===== config.mk =====
export PLATFORM = sky130hd
export DESIGN_NAME = pci_mem_target_flat
export DESIGN_NICKNAME = d
export VERILOG_FILES = /design/src/rtl/pci_mem_pkg.sv /design/src/rtl/pci_mem_target_if.sv /design/src/rtl/pci_mem_wfifo.sv /design/src/rtl/pci_mem_target.sv /design/src/flat_wrapper.sv
export SDC_FILE = /design/constraint.sdc
export NUM_CORES = 1
export LEC_CHECK = 0
export CAP_MARGIN = 20
export CORE_MARGIN = 3
export CORE_UTILIZATION = 25
export CTS_CLUSTER_SIZE = 14
export DETAILED_ROUTE_END_ITERATION = 10
export GPL_ROUTABILITY_DRIVEN = 0
export HOLD_SLACK_MARGIN = 0.03
export PLACE_DENSITY_LB_ADDON = 0.25
export SLEW_MARGIN = 30
export SYNTH_ARGS = -nofsm -noshare
export SYNTH_HDL_FRONTEND = slang
export SYNTH_SLANG_ARGS = --single-unit

===== constraint.sdc =====
create_clock -name clk -period 8 [get_ports clk]
set_clock_uncertainty 0.1 [all_clocks]
set_input_delay 2 -clock clk [delete_from_list [all_inputs] [get_ports clk]]
set_output_delay 2 -clock clk [all_outputs]
set_load 0.01 [all_outputs]

===== src/rtl/pci_mem_pkg.sv =====
`default_nettype none
// ============================================================================
//  Module      : pci_mem_pkg
//  Description : Shared types and defaults for the PCI memory-window target:
//                FSM state encoding, parameter defaults and write-FIFO entry
//                width.
//  Revision    : 1.0 - initial release
// ============================================================================
package pci_mem_pkg;

    localparam int AW_DEFAULT       = 27;
    localparam int WF_DEPTH_DEFAULT = 8;

    // Write-FIFO entry: {qword address, active-low byte enables, qword data}
    function automatic int wf_entry_width(input int aw);
        return aw - 3 + 8 + 64;
    endfunction

    localparam int WF_ENTRY_W_DEFAULT = AW_DEFAULT - 3 + 8 + 64;

    typedef enum logic [2:0] {
        ST_IDLE     = 3'd0,
        ST_WR_BURST = 3'd1,
        ST_WR_FLUSH = 3'd2,
        ST_RD_REQ   = 3'd3,
        ST_RD_WAIT  = 3'd4,
        ST_RD_DATA  = 3'd5,
        ST_RETRY    = 3'd6
    } state_e;

endpackage
`default_nettype wire


===== src/rtl/pci_mem_target_if.sv =====
`default_nettype none
// ============================================================================
//  Module      : pci_mem_target_if
//  Description : Bundle of the PCI-core slave signals and the DDR request /
//                response signals seen by the memory-window target. The
//                slave modport is the target's view, master the peer's view.
//  Revision    : 1.0 - initial release
// ============================================================================
interface pci_mem_target_if #(
    parameter int AW = pci_mem_pkg::AW_DEFAULT
);
    import pci_mem_pkg::*;

    // PCI-core slave side
    logic          base_hit;
    logic [31:0]   addr;
    logic [31:0]   adio_out;
    logic          s_wrdn;
    logic          s_data;
    logic          s_data_vld;
    logic [3:0]    s_cbe;
    logic [31:0]   adio_in;
    logic          s_ready;
    logic          s_term;
    logic          s_abort;

    // DDR request side
    logic          ddr_req;
    logic          ddr_write;
    logic [AW-4:0] ddr_addr;
    logic [63:0]   ddr_wdata;
    logic [7:0]    ddr_wbe_n;
    logic          ddr_ack;

    // DDR response side
    logic [63:0]   ddr_rdata;
    logic          ddr_rvalid;
    logic          ddr_not_ready;

    modport slave (
        input  base_hit, addr, adio_out, s_wrdn, s_data, s_data_vld, s_cbe,
        input  ddr_ack, ddr_rdata, ddr_rvalid, ddr_not_ready,
        output adio_in, s_ready, s_term, s_abort,
        output ddr_req, ddr_write, ddr_addr, ddr_wdata, ddr_wbe_n
    );

    modport master (
        output base_hit, addr, adio_out, s_wrdn, s_data, s_data_vld, s_cbe,
        output ddr_ack, ddr_rdata, ddr_rvalid, ddr_not_ready,
        input  adio_in, s_ready, s_term, s_abort,
        input  ddr_req, ddr_write, ddr_addr, ddr_wdata, ddr_wbe_n
    );

endinterface
`default_nettype wire


===== src/rtl/pci_mem_wfifo.sv =====
`default_nettype none
// ============================================================================
//  Module      : pci_mem_wfifo
//  Description : Single-clock synchronous write FIFO with full, almost-full
//                (exactly one free entry) and empty flags. Head entry is
//                presented combinationally on dout_o.
//  Revision    : 1.0 - initial release
// ============================================================================
module pci_mem_wfifo
    import pci_mem_pkg::*;
#(
    parameter int WIDTH = WF_ENTRY_W_DEFAULT,
    parameter int DEPTH = WF_DEPTH_DEFAULT
) (
    input  wire logic             clk,
    input  wire logic             rst,
    input  wire logic             push_i,
    input  wire logic [WIDTH-1:0] din_i,
    input  wire logic             pop_i,
    output logic      [WIDTH-1:0] dout_o,
    output logic                  full_o,
    output logic                  almost_full_o,
    output logic                  empty_o
);

    localparam int PW = $clog2(DEPTH);

    logic [WIDTH-1:0] mem_q [DEPTH];
    logic [PW-1:0]    wr_ptr_q;
    logic [PW-1:0]    rd_ptr_q;
    logic [PW:0]      count_q;
    logic             w_do_push;
    logic             w_do_pop;

    assign w_do_push     = push_i & ~full_o;
    assign w_do_pop      = pop_i & ~empty_o;
    assign empty_o       = (count_q == '0);
    assign full_o        = (count_q == (PW+1)'(DEPTH));
    assign almost_full_o = (count_q == (PW+1)'(DEPTH - 1));
    assign dout_o        = mem_q[rd_ptr_q];

    // Storage array; contents need no reset since the pointers define validity
    always_ff @(posedge clk) begin
        if (w_do_push) begin
            mem_q[wr_ptr_q] <= din_i;
        end
    end

    // Pointers and occupancy; a simultaneous push and pop leaves count as is
    always_ff @(posedge clk or posedge rst) begin
        if (rst) begin
            wr_ptr_q <= '0;
            rd_ptr_q <= '0;
            count_q  <= '0;
        end else begin
            if (w_do_push) begin
                wr_ptr_q <= wr_ptr_q + PW'(1);
            end
            if (w_do_pop) begin
                rd_ptr_q <= rd_ptr_q + PW'(1);
            end
            case ({w_do_push, w_do_pop})
                2'b10:   count_q <= count_q + (PW+1)'(1);
                2'b01:   count_q <= count_q - (PW+1)'(1);
                default: count_q <= count_q;
            endcase
        end
    end

endmodule
`default_nettype wire


===== src/rtl/pci_mem_target.sv =====
`default_nettype none
// ============================================================================
//  Module      : pci_mem_target
//  Description : PCI memory-window target bridging 32-bit PCI bursts onto a
//                64-bit DDR request port. Writes are assembled into qwords and
//                posted through a FIFO; reads fetch one qword at a time with
//                no prefetch. Retries while the DDR controller initialises.
//  Revision    : 1.0 - initial release
// ============================================================================
module pci_mem_target
    import pci_mem_pkg::*;
#(
    parameter int AW       = AW_DEFAULT,
    parameter int WF_DEPTH = WF_DEPTH_DEFAULT
) (
    input  wire logic        clk,
    input  wire logic        rst,
    pci_mem_target_if.slave  bus
);

    localparam int CW = AW - 2;               // dword counter width
    localparam int QW = AW - 3;               // qword address width
    localparam int EW = wf_entry_width(AW);

    state_e          state_q, state_d;
    logic [CW-1:0]   cnt_q, cnt_d;
    logic            s_data_q;
    logic            w_fall;

    // Qword assembler
    logic [63:0]     asm_data_q, asm_data_d;
    logic [7:0]      asm_be_q, asm_be_d;
    logic [QW-1:0]   asm_qaddr_q, asm_qaddr_d;
    logic            asm_vld_q, asm_vld_d;

    // Read path
    logic [63:0]     rbuf_q, rbuf_d;
    logic [31:0]     adio_q, adio_d;

    // FIFO hookup
    logic            w_push;
    logic [EW-1:0]   w_push_entry;
    logic            w_pop;
    logic [EW-1:0]   w_head;
    logic            w_full;
    logic            w_afull;
    logic            w_empty;

    // Combinational outputs
    logic            w_s_ready;
    logic            w_s_term;
    logic            w_rd_req;
    logic            w_ddr_req;
    logic            w_ddr_write;
    logic [QW-1:0]   w_ddr_addr;
    logic [63:0]     w_ddr_wdata;
    logic [7:0]      w_ddr_wbe_n;
    logic            w_unused;

    assign w_fall = s_data_q & ~bus.s_data;

    pci_mem_wfifo #(
        .WIDTH (EW),
        .DEPTH (WF_DEPTH)
    ) u_wfifo (
        .clk           (clk),
        .rst           (rst),
        .push_i        (w_push),
        .din_i         (w_push_entry),
        .pop_i         (w_pop),
        .dout_o        (w_head),
        .full_o        (w_full),
        .almost_full_o (w_afull),
        .empty_o       (w_empty)
    );

    // Qword assembler: lower half is held, upper half (or end of burst) pushes
    always_comb begin
        asm_data_d   = asm_data_q;
        asm_be_d     = asm_be_q;
        asm_qaddr_d  = asm_qaddr_q;
        asm_vld_d    = asm_vld_q;
        w_push       = 1'b0;
        w_push_entry = {asm_qaddr_q, asm_be_q, asm_data_q};
        if ((state_q == ST_WR_BURST) && bus.s_data_vld) begin
            if (cnt_q[0]) begin
                w_push       = 1'b1;
                w_push_entry = {cnt_q[CW-1:1], bus.s_cbe, asm_be_q[3:0],
                                bus.adio_out, asm_data_q[31:0]};
                asm_data_d   = '0;
                asm_be_d     = 8'hFF;
                asm_vld_d    = 1'b0;
            end else begin
                asm_data_d[31:0] = bus.adio_out;
                asm_be_d[3:0]    = bus.s_cbe;
                asm_qaddr_d      = cnt_q[CW-1:1];
                asm_vld_d        = 1'b1;
            end
        end else if ((state_q == ST_WR_BURST) && w_fall && asm_vld_q) begin
            w_push     = 1'b1;
            asm_data_d = '0;
            asm_be_d   = 8'hFF;
            asm_vld_d  = 1'b0;
        end
    end

    // FSM next-state, dword counter and read-data staging
    always_comb begin
        state_d   = state_q;
        cnt_d     = cnt_q;
        rbuf_d    = rbuf_q;
        adio_d    = adio_q;
        w_s_ready = 1'b0;
        w_s_term  = 1'b0;
        w_rd_req  = 1'b0;
        unique case (state_q)
            ST_IDLE: begin
                if (bus.base_hit) begin
                    if (bus.ddr_not_ready) begin
                        state_d = ST_RETRY;
                    end else begin
                        cnt_d   = bus.addr[AW-1:2];
                        state_d = bus.s_wrdn ? ST_WR_BURST : ST_RD_REQ;
                    end
                end
            end
            ST_RETRY: begin
                w_s_term = 1'b1;
                state_d  = ST_IDLE;
            end
            ST_WR_BURST: begin
                // Two free entries: one for a completed qword, one spare for
                // the partial qword flushed when the burst ends
                w_s_ready = ~w_full & ~w_afull;
                if (bus.s_data_vld) begin
                    cnt_d = cnt_q + CW'(1);
                end
                if (w_fall) begin
                    state_d = ST_WR_FLUSH;
                end
            end
            ST_WR_FLUSH: begin
                if (!asm_vld_q && w_empty) begin
                    state_d = ST_IDLE;
                end
            end
            ST_RD_REQ: begin
                w_rd_req = 1'b1;
                if (w_fall) begin
                    state_d = ST_IDLE;
                end else if (bus.ddr_ack) begin
                    state_d = ST_RD_WAIT;
                end
            end
            ST_RD_WAIT: begin
                if (w_fall) begin
                    state_d = ST_IDLE;
                end else if (bus.ddr_rvalid) begin
                    rbuf_d  = bus.ddr_rdata;
                    adio_d  = cnt_q[0] ? bus.ddr_rdata[63:32] : bus.ddr_rdata[31:0];
                    state_d = ST_RD_DATA;
                end
            end
            ST_RD_DATA: begin
                w_s_ready = 1'b1;
                if (w_fall) begin
                    state_d = ST_IDLE;
                end else if (bus.s_data_vld) begin
                    cnt_d = cnt_q + CW'(1);
                    if (cnt_q[0]) begin
                        // Leaving this qword: fetch the next one on demand
                        state_d = ST_RD_REQ;
                    end else begin
                        adio_d = rbuf_q[63:32];
                    end
                end
            end
            default: begin
                state_d = ST_IDLE;
            end
        endcase
    end

    // DDR request mux: FIFO drain has priority; reads only run with it empty
    always_comb begin
        w_ddr_req   = 1'b0;
        w_ddr_write = 1'b0;
        w_ddr_addr  = '0;
        w_ddr_wdata = '0;
        w_ddr_wbe_n = 8'hFF;
        if (!w_empty) begin
            w_ddr_req   = 1'b1;
            w_ddr_write = 1'b1;
            {w_ddr_addr, w_ddr_wbe_n, w_ddr_wdata} = w_head;
        end else if (w_rd_req) begin
            w_ddr_req  = 1'b1;
            w_ddr_addr = cnt_q[CW-1:1];
        end
    end

    assign w_pop = ~w_empty & bus.ddr_ack;

    // State, counter, assembler and read buffers
    always_ff @(posedge clk or posedge rst) begin
        if (rst) begin
            state_q     <= ST_IDLE;
            cnt_q       <= '0;
            s_data_q    <= 1'b0;
            asm_data_q  <= '0;
            asm_be_q    <= 8'hFF;
            asm_qaddr_q <= '0;
            asm_vld_q   <= 1'b0;
            rbuf_q      <= '0;
            adio_q      <= '0;
        end else begin
            state_q     <= state_d;
            cnt_q       <= cnt_d;
            s_data_q    <= bus.s_data;
            asm_data_q  <= asm_data_d;
            asm_be_q    <= asm_be_d;
            asm_qaddr_q <= asm_qaddr_d;
            asm_vld_q   <= asm_vld_d;
            rbuf_q      <= rbuf_d;
            adio_q      <= adio_d;
        end
    end

    assign bus.adio_in   = adio_q;
    assign bus.s_ready   = w_s_ready;
    assign bus.s_term    = w_s_term;
    assign bus.s_abort   = 1'b0;
    assign bus.ddr_req   = w_ddr_req;
    assign bus.ddr_write = w_ddr_write;
    assign bus.ddr_addr  = w_ddr_addr;
    assign bus.ddr_wdata = w_ddr_wdata;
    assign bus.ddr_wbe_n = w_ddr_wbe_n;

    // Address bits outside the window and the byte offset are not decoded
    assign w_unused = ^bus.addr;

endmodule
`default_nettype wire


===== src/flat_wrapper.sv =====
// flat-port wrapper written by rule: the top's interface ports become plain ports
module pci_mem_target_flat import pci_mem_pkg::*;
#(
    parameter int AW       = AW_DEFAULT,
    parameter int WF_DEPTH = WF_DEPTH_DEFAULT
)
  (clk, rst, bus_base_hit, bus_addr, bus_adio_out, bus_s_wrdn, bus_s_data, bus_s_data_vld, bus_s_cbe, bus_ddr_ack, bus_ddr_rdata, bus_ddr_rvalid, bus_ddr_not_ready, bus_adio_in, bus_s_ready, bus_s_term, bus_s_abort, bus_ddr_req, bus_ddr_write, bus_ddr_addr, bus_ddr_wdata, bus_ddr_wbe_n);
  pci_mem_target_if #(.AW(AW)) bus_i ();
  input  wire logic clk;
  input  wire logic rst;
  input wire logic [$bits(bus_i.base_hit)-1:0] bus_base_hit;
  input wire logic [$bits(bus_i.addr)-1:0] bus_addr;
  input wire logic [$bits(bus_i.adio_out)-1:0] bus_adio_out;
  input wire logic [$bits(bus_i.s_wrdn)-1:0] bus_s_wrdn;
  input wire logic [$bits(bus_i.s_data)-1:0] bus_s_data;
  input wire logic [$bits(bus_i.s_data_vld)-1:0] bus_s_data_vld;
  input wire logic [$bits(bus_i.s_cbe)-1:0] bus_s_cbe;
  input wire logic [$bits(bus_i.ddr_ack)-1:0] bus_ddr_ack;
  input wire logic [$bits(bus_i.ddr_rdata)-1:0] bus_ddr_rdata;
  input wire logic [$bits(bus_i.ddr_rvalid)-1:0] bus_ddr_rvalid;
  input wire logic [$bits(bus_i.ddr_not_ready)-1:0] bus_ddr_not_ready;
  output wire logic [$bits(bus_i.adio_in)-1:0] bus_adio_in;
  output wire logic [$bits(bus_i.s_ready)-1:0] bus_s_ready;
  output wire logic [$bits(bus_i.s_term)-1:0] bus_s_term;
  output wire logic [$bits(bus_i.s_abort)-1:0] bus_s_abort;
  output wire logic [$bits(bus_i.ddr_req)-1:0] bus_ddr_req;
  output wire logic [$bits(bus_i.ddr_write)-1:0] bus_ddr_write;
  output wire logic [$bits(bus_i.ddr_addr)-1:0] bus_ddr_addr;
  output wire logic [$bits(bus_i.ddr_wdata)-1:0] bus_ddr_wdata;
  output wire logic [$bits(bus_i.ddr_wbe_n)-1:0] bus_ddr_wbe_n;
  assign bus_i.base_hit = bus_base_hit;
  assign bus_i.addr = bus_addr;
  assign bus_i.adio_out = bus_adio_out;
  assign bus_i.s_wrdn = bus_s_wrdn;
  assign bus_i.s_data = bus_s_data;
  assign bus_i.s_data_vld = bus_s_data_vld;
  assign bus_i.s_cbe = bus_s_cbe;
  assign bus_i.ddr_ack = bus_ddr_ack;
  assign bus_i.ddr_rdata = bus_ddr_rdata;
  assign bus_i.ddr_rvalid = bus_ddr_rvalid;
  assign bus_i.ddr_not_ready = bus_ddr_not_ready;
  assign bus_adio_in = bus_i.adio_in;
  assign bus_s_ready = bus_i.s_ready;
  assign bus_s_term = bus_i.s_term;
  assign bus_s_abort = bus_i.s_abort;
  assign bus_ddr_req = bus_i.ddr_req;
  assign bus_ddr_write = bus_i.ddr_write;
  assign bus_ddr_addr = bus_i.ddr_addr;
  assign bus_ddr_wdata = bus_i.ddr_wdata;
  assign bus_ddr_wbe_n = bus_i.ddr_wbe_n;
  pci_mem_target #(.AW(AW), .WF_DEPTH(WF_DEPTH)) u_core (.clk(clk), .rst(rst), .bus(bus_i));
endmodule

==> results of run 1 <==
[final cells by class]
type                       instances  area, um^2  area share, %
clock buffer                     134        2710           5.90
antenna                            2        5.00         0.0109
clock inverter                    53         468           1.02
multi-input combinational       1024        9800           21.3
inverter                           8        37.5         0.0817
sequential                       932       27200           59.2
tap                             2002        2500           5.45
timing repair buffer             312        3240           7.04
[layer usage]
| metal | GRT usage, % | part of all wire [%] |
|---|---|---|
| met1 | 16.6 | 43 |
| met3 | 2.99 | 6.0 |
| met5 | 0 | 0.011 |
| met4 | 3.41 | 2.2 |
| met2 | 21.5 | 49 |
[stage by stage]
step	setup WS [ps]	hold slack, ps
after floorplan	585	342
after global placement	2370	361
after detailed placement	2550	360
after CTS	1760	374
after global routing	1680	398
final	1960	370
[synthesized netlist by cell type (13+ instances only)]
cell type and instances:
and2_1 33, nand3_1 42, o21ai_0 105, a21oi_1 37
clkbuf_1 39, dfrtp_1 160, mux4_2 192, nor2_1 90
mux2i_1 131, nand2b_1 13, buf_2 43, a22o_1 32
nand2_1 178, buf_1 19, edfxtp_1 768, buf_4 21
mux2_2 59
[worst min path at each step]
stage	start	endpoint	cells past startpoint
2_1_floorplan	u_core.asm_qaddr_q[16]	u_core.asm_qaddr_q[16]	2
3_3_place_gp	u_core.asm_qaddr_q[2]	u_core.asm_qaddr_q[2]	2
3_5_place_dp	u_core.asm_qaddr_q[3]	u_core.asm_qaddr_q[3]	2
4_1_cts	u_core.asm_qaddr_q[3]	u_core.asm_qaddr_q[3]	2
5_1_grt	u_core.asm_qaddr_q[0]	u_core.asm_qaddr_q[0]	2
6_report	u_core.asm_qaddr_q[3]	u_core.asm_qaddr_q[3]	2
[sequential cells by signal (all words and copies together) (netlist names), 3 cells and up]
register                 count
u_core.cnt_q                25
u_core.u_wfifo.wr_ptr_q      3
u_core.state_q               3
u_core.asm_data_q           32
u_core.u_wfifo.mem_q       768
u_core.bus.adio_in          32
u_core.asm_be_q              4
u_core.rbuf_q               32
u_core.u_wfifo.count_q       4
u_core.u_wfifo.rd_ptr_q      3
u_core.asm_qaddr_q          24
[worst register-to-register path: stages (launching register included)]
cell	delay [ps]
dfrtp_1	640
nand2b_1	340
nor2_1	270
and3_1	300
nand2_1	270
nor3_4	610
buf_12	640
[logic make-up after synthesis]
family          after synthesis
flops                       932
simple gates                404
mux                         383
compound gates              222
buf+inv                     141
xor+xnor                      8
fa+ha+maj                     6
other cells                   1
[power by group]
part           internal (W)  switching, W  leakage (nW)
clock network       0.00253       0.00193          1.55
registers           0.00592      0.000637          8.84
logic               0.00246       0.00242          5.00
total                0.0109       0.00499          15.4
==> results.md, run 1 <==
- Starting Density: 25.3%
- Worst Setup End Kind: output port
- TritonCTS Sinks: 932
- Max IR drop VDD: 0.171 mV
- Fill count: 14506
- Vias in the first global route: 21635
- Worst-path cell chain: buf_12, mux4_2, mux2i_1, nor2_1, clkdlybuf4s50_1
- Design area: roughly 0.046 mm^2
- Max Buffers Root-to-Sink: 3
- Wire per inst: approximately 23 um
- Port bufs: 265
- Die X: between 300 and 400 um
- EDFF count, synth: 768
- Fin. max-slew vios: 0
- Ys Warns: 0
- Largest family of logic cells by synthesized area: multiplexers
- Startpoint types: flop
- Critical path class: reg2out
- Cell Area, Placed: 0.0427 mm^2
- Worst r2r src: u_core.state_q[0]
- Largest net degree at the start of global routing: approximately 120
- Most frequent cells in the layout: edfxtp_1 (768), clkdlybuf4s50_1 (265), mux4_2 (192)
- Via count: 20042
- Synth Instances: 2097
- First-pass GRT wire length: 147 mm
- WP depth: 5
- Asr flop ratio synth: around 18%
- Vias per inst: 4.49
- Avg Inst Size Synth: around 18 um^2
- Worst-Skew Late Latency: 700 ps
- Least-Margin Pin Slew: 983 ps
- Share of layout cells above drive strength 1: between 10% and 20%
- Synth Cell Area: 0.0376 mm^2
- CP Buf/Inv Count: 2
- Initial antenna violation count: 7
- RSZ-0062 raised after global routing: false
- Post-Synth Simple-Gate Area: under 10%
- Total CTS buffers: 100
- FF-to-FF setup slack: between 4000 and 5000 ps
- Total chip power: about 0.016 W
- PD cells: 346 mW/mm^2
- Top-area cell type share of the netlist area: 61.3%
- CTS resizes: 0
- Number of I/O pins: 274
- Post-CTS Hold Fix Bufs: 0
- Number of DRC violations after detailed-routing iteration 0: 1484
- Die height: 394 um
- CP startpoint: u_core.u_wfifo.rd_ptr_q[1]
- CTS tree: done
- Total track usage: 12.8%
- Nets: 2525
- FP Rows: 141
- Cell family with most CP delay: buffers and inverters
- Register area share after synthesis: between 70% and 80%
- Antenna viol nets, final: 0
- P_leak: 15.4 nW
- DRT Wirelength: 101 mm
- Post-synth net total: 2244
- Synth top area cells: edfxtp_1 (61%), mux4_2 (11%), dfrtp_1 (11%)
- FMAX: 165 MHz
- Outcome: complete, no violations
- Commonest non-fill, non-tap cell in the layout: edfxtp_1
- Worst path required time: 5900 ps
- Final setup TNS: 0 ps
- Yosys top cell by area: edfxtp_1
- Area Growth Syn to Fin: 22.2%
- Detailed-route DRC error count: 0
- Setup Viol. Count Final: 0
- Dpl cells: 4276
- Hold Crit Class: reg2reg
- Complex-gate fraction of the synthesized area: 3.60%
- Post-synthesis mux area share: 16.8%
- Max-Cap Viols: 0
- Congestion Overflow GR: 0
- Post-synthesis adder-cell area fraction: less than 1%
- Slew HR: 34.4%
- TritonRoute pass-1 iters: 5
- Clock period minus worst slack: 6040 ps
- Post-layout util: 30.9%
- Top FF cell, synth: edfxtp_1
- Root Driver: clkbuf_16
- Die area: about 0.16 mm^2
- Core Area: 0.149 mm^2
- Final hold viol count: 0
- CTS clk-pin slew, worst paths: 60 ps
- CP max FO: 82
- Post-Layout Cell Count: 4467
- Final worst-path cycle share: 75.5%
- CP max-delay cell: dfrtp_4
- Xor/xnor cell area share of the yosys netlist: less than 1%
- FF-to-FF path depth: 6
- Count of cell types in the netlist: 63
- CP Data Arrival Time: 3940 ps
- Post-CTS setup buffers: 0
- R2R Path End: u_core.u_wfifo.mem_q[1][43]
- #FFs+latches synth: ~930
- Worst Setup EP: bus_ddr_wdata[63]
- Hpwl dp: ~57 mm
- Worst path max stage delay: 1040 ps
- Htree depth: 3
No activity file was read; power rests on OpenSTA's default activity.
==> inputs of run 2 (changes only) <==
==> constraint.sdc (replaced) <==
create_clock -name clk -period 5.6 [get_ports clk]
set_clock_uncertainty 0.1 [all_clocks]
set_input_delay 1.4 -clock clk [delete_from_list [all_inputs] [get_ports clk]]
set_output_delay 1.4 -clock clk [all_outputs]
set_load 0.01 [all_outputs]
==> results.md, run 2 (synthesis gave the netlist of run 1 again) <==
- Commonest non-fill, non-tap cell in the layout: edfxtp_1
- Hold Slack: 369 ps (-0.718 ps)
- CP max-delay cell: dfrtp_4
- Worst setup margin: 447 ps (-1510 ps)
- WHS Endpoint: u_core.asm_qaddr_q[14]
- Die height: 394 um (unchanged)
- First-pass GRT wire length: 148 mm (+0.66%)
- Hold Crit Class: reg2reg
- CTS resizes: 0 (unchanged)
- Via count: 20218 (+0.88%)
- Dpl cells: 4306 (+0.70%)
- Post-Layout Cell Count: 4494 (+0.60%)
- Nets: 2553 (+1.1%)
- RSZ-0062 raised after global routing: false
- Fin. max-slew vios: 0 (unchanged)
- Outcome: complete, no violations
- CTS clk-pin slew, worst paths: 60 ps (about the same)
- R2R Path End: u_core.u_wfifo.mem_q[5][89]
- Number of I/O pins: 274 (unchanged)
- Post-CTS setup buffers: 0 (unchanged)
- Port bufs: 265 (unchanged)
- Worst hold start: u_core.asm_qaddr_q[14]
- DRT Wirelength: 101 mm (+0.23%)
- Wire per inst: 22.5 um (-0.37%)
- Initial antenna violation count: 6 (-1)
- Clock period minus worst slack: 5150 ps
- Antenna viol nets, final: 0 (unchanged)
- Largest net degree at the start of global routing: 114 (-0.87%)
- Worst-path cell chain: buf_12, mux4_2, mux2i_1, o21ai_0, clkdlybuf4s50_1
- Area Growth Syn to Fin: 23.1%
- Share of layout cells above drive strength 1: 20.2% (+0.87 points)
- FF-to-FF setup slack: 2260 ps (-2110 ps)
- Worst path required time: 4100 ps (-1800 ps)
- Core Area: 0.149 mm^2 (unchanged)
- Final setup TNS: 0 ps (unchanged)
- Metal2 WL: 49.1 mm (-0.57%)
- Largest reg by FF count: u_core.u_wfifo.mem_q
- Die X: 394 um (unchanged)
- Top Metal Used: met5
- Setup Viol. Count Final: 0 (unchanged)
- CTS tree: done
- Worst path max stage delay: 770 ps (-270 ps)
- FMAX: 194 MHz
- Root Driver: clkbuf_16
- Post-layout util: 31.2% (+0.25 points)
- Max Buffers Root-to-Sink: 3 (unchanged)
- Total CTS buffers: 99 (-1.0%)
- Met3 routed WL: 6.26 mm (+4.2%)
- Worst r2r src: u_core.state_q[0]
- P_leak: 15.6 nW (+1.2%)
- Worst Setup End Kind: output port
- TritonCTS Sinks: 932 (unchanged)
- Worst-Skew Late Latency: 690 ps (about the same)
- Hpwl dp: 60.2 mm (+5.1%)
- PD cells: 496 mW/mm^2 (+43%)
- Detailed-route DRC error count: 0 (unchanged)
- Total track usage: 12.8% (+0.018 points)
- Congestion Overflow GR: 0 (unchanged)
- Startpoint types: flop
- Vias in the first global route: 21806 (+0.79%)
- Slew HR: 33.5% (-0.90 points)
- TritonRoute pass-1 iters: 5 (unchanged)
- Starting Density: 25.3% (unchanged)
- Final worst-path cycle share: 92.0%
- Post-CTS Hold Fix Bufs: 0 (unchanged)
- Htree depth: 3 (unchanged)
- Critical path class: reg2out
- Final hold viol count: 0 (unchanged)
- Max IR drop VDD: 0.244 mV (+43%)
- Most frequent cells in the layout: edfxtp_1 (768), clkdlybuf4s50_1 (265), mux4_2 (192)
- Max-Cap Viols: 0 (unchanged)
- CP max FO: 44 (-46%)
- Largest register FFs: 768 (unchanged)
- Number of DRC violations after detailed-routing iteration 0: 1365 (-8.0%)
- Vias per inst: 4.50 (+0.27%)
- Die area: 0.155 mm^2 (unchanged)
- Least-Margin Pin Slew: 997 ps (+13.5 ps)
- DP Worst Slack: 1010 ps (-1530 ps)
- CP Data Arrival Time: 3650 ps (-290 ps)
- Metal-1 WL: 43.8 mm (+1.7%)
- Hold path cells: 2 (unchanged)
- FF-to-FF path depth: 6 (unchanged)
- FP Rows: 141 (unchanged)
run 2: changes by cell type in the layout (fill, tap and decap cells not counted), moves of 2 or more:
cell / previous run / this run
buf_12: 15 / 23
buf_4: 29 / 49
buf_6: 1 / 3
bufinv_16: 4 / 8
clkbuf_1: 27 / 33
clkinv_1: 20 / 15
clkinv_2: 17 / 10
clkinv_8: 0 / 3
inv_16: 2 / 0
run 2: power by group:
| part | internal (W) | switching [W] |
|---|---|---|
| Sequential | 0.00846 | 0.000848 |
| Clock | 0.00378 | 0.00273 |
| Combinational | 0.00358 | 0.00358 |
| Total | 0.0158 | 0.00716 |
run 2: critical path: cells and delay by family, from the launching register on:
family / cells / cell delay (ps)
AOI/OAI and AO/OA: 1 / 250
buffers and inverters: 2 / 970
DFF: 1 / 770
muxes: 2 / 940
run 2: per-stage QoR:
step | cell area, um^2 | power (W)
floorplan | 37600 | 0.0134
global placement | 43000 | 0.0167
detailed placement | 43000 | 0.0168
CTS | 46300 | 0.0235
global route | 46300 | 0.0242
finish | 46300 | 0.0230
run 2: how the worst max path moves through the flow:
stage / from / endpoint / slack (ps)
6_report: u_core.u_wfifo.rd_ptr_q[0] / bus_ddr_addr[14] / 450
5_1_grt: u_core.u_wfifo.rd_ptr_q[0] / bus_ddr_wdata[23] / 210
4_1_cts: u_core.u_wfifo.rd_ptr_q[0] / bus_ddr_wdata[25] / 220
3_5_place_dp: u_core.u_wfifo.rd_ptr_q[0] / bus_ddr_wdata[25] / 1010
3_3_place_gp: bus_s_data / u_core.u_wfifo.mem_q[0][67] / 800
2_1_floorplan: bus_s_data / u_core.u_wfifo.mem_q[6][0] / -1220
run 2: cell type report:
| type | instances | area (um^2) |
|---|---|---|
| fill | 14514 | 102000 |
| sequential | 932 | 27200 |
| multi-input combinational | 1024 | 9810 |
| timing repair buffer | 341 | 3540 |
| clock buffer | 140 | 2720 |
| tap | 2002 | 2500 |
| clock inverter | 46 | 522 |
| inverter | 8 | 37.5 |
| antenna | 1 | 2.50 |
run 2: metal layers:
layer / vias to the layer above / GRT usage, %
li1: 8876 / -
met1: 10646 / 16.7
met2: 574 / 21.5
met3: 118 / 3.32
met4: 4 / 2.79
met5: - / 0
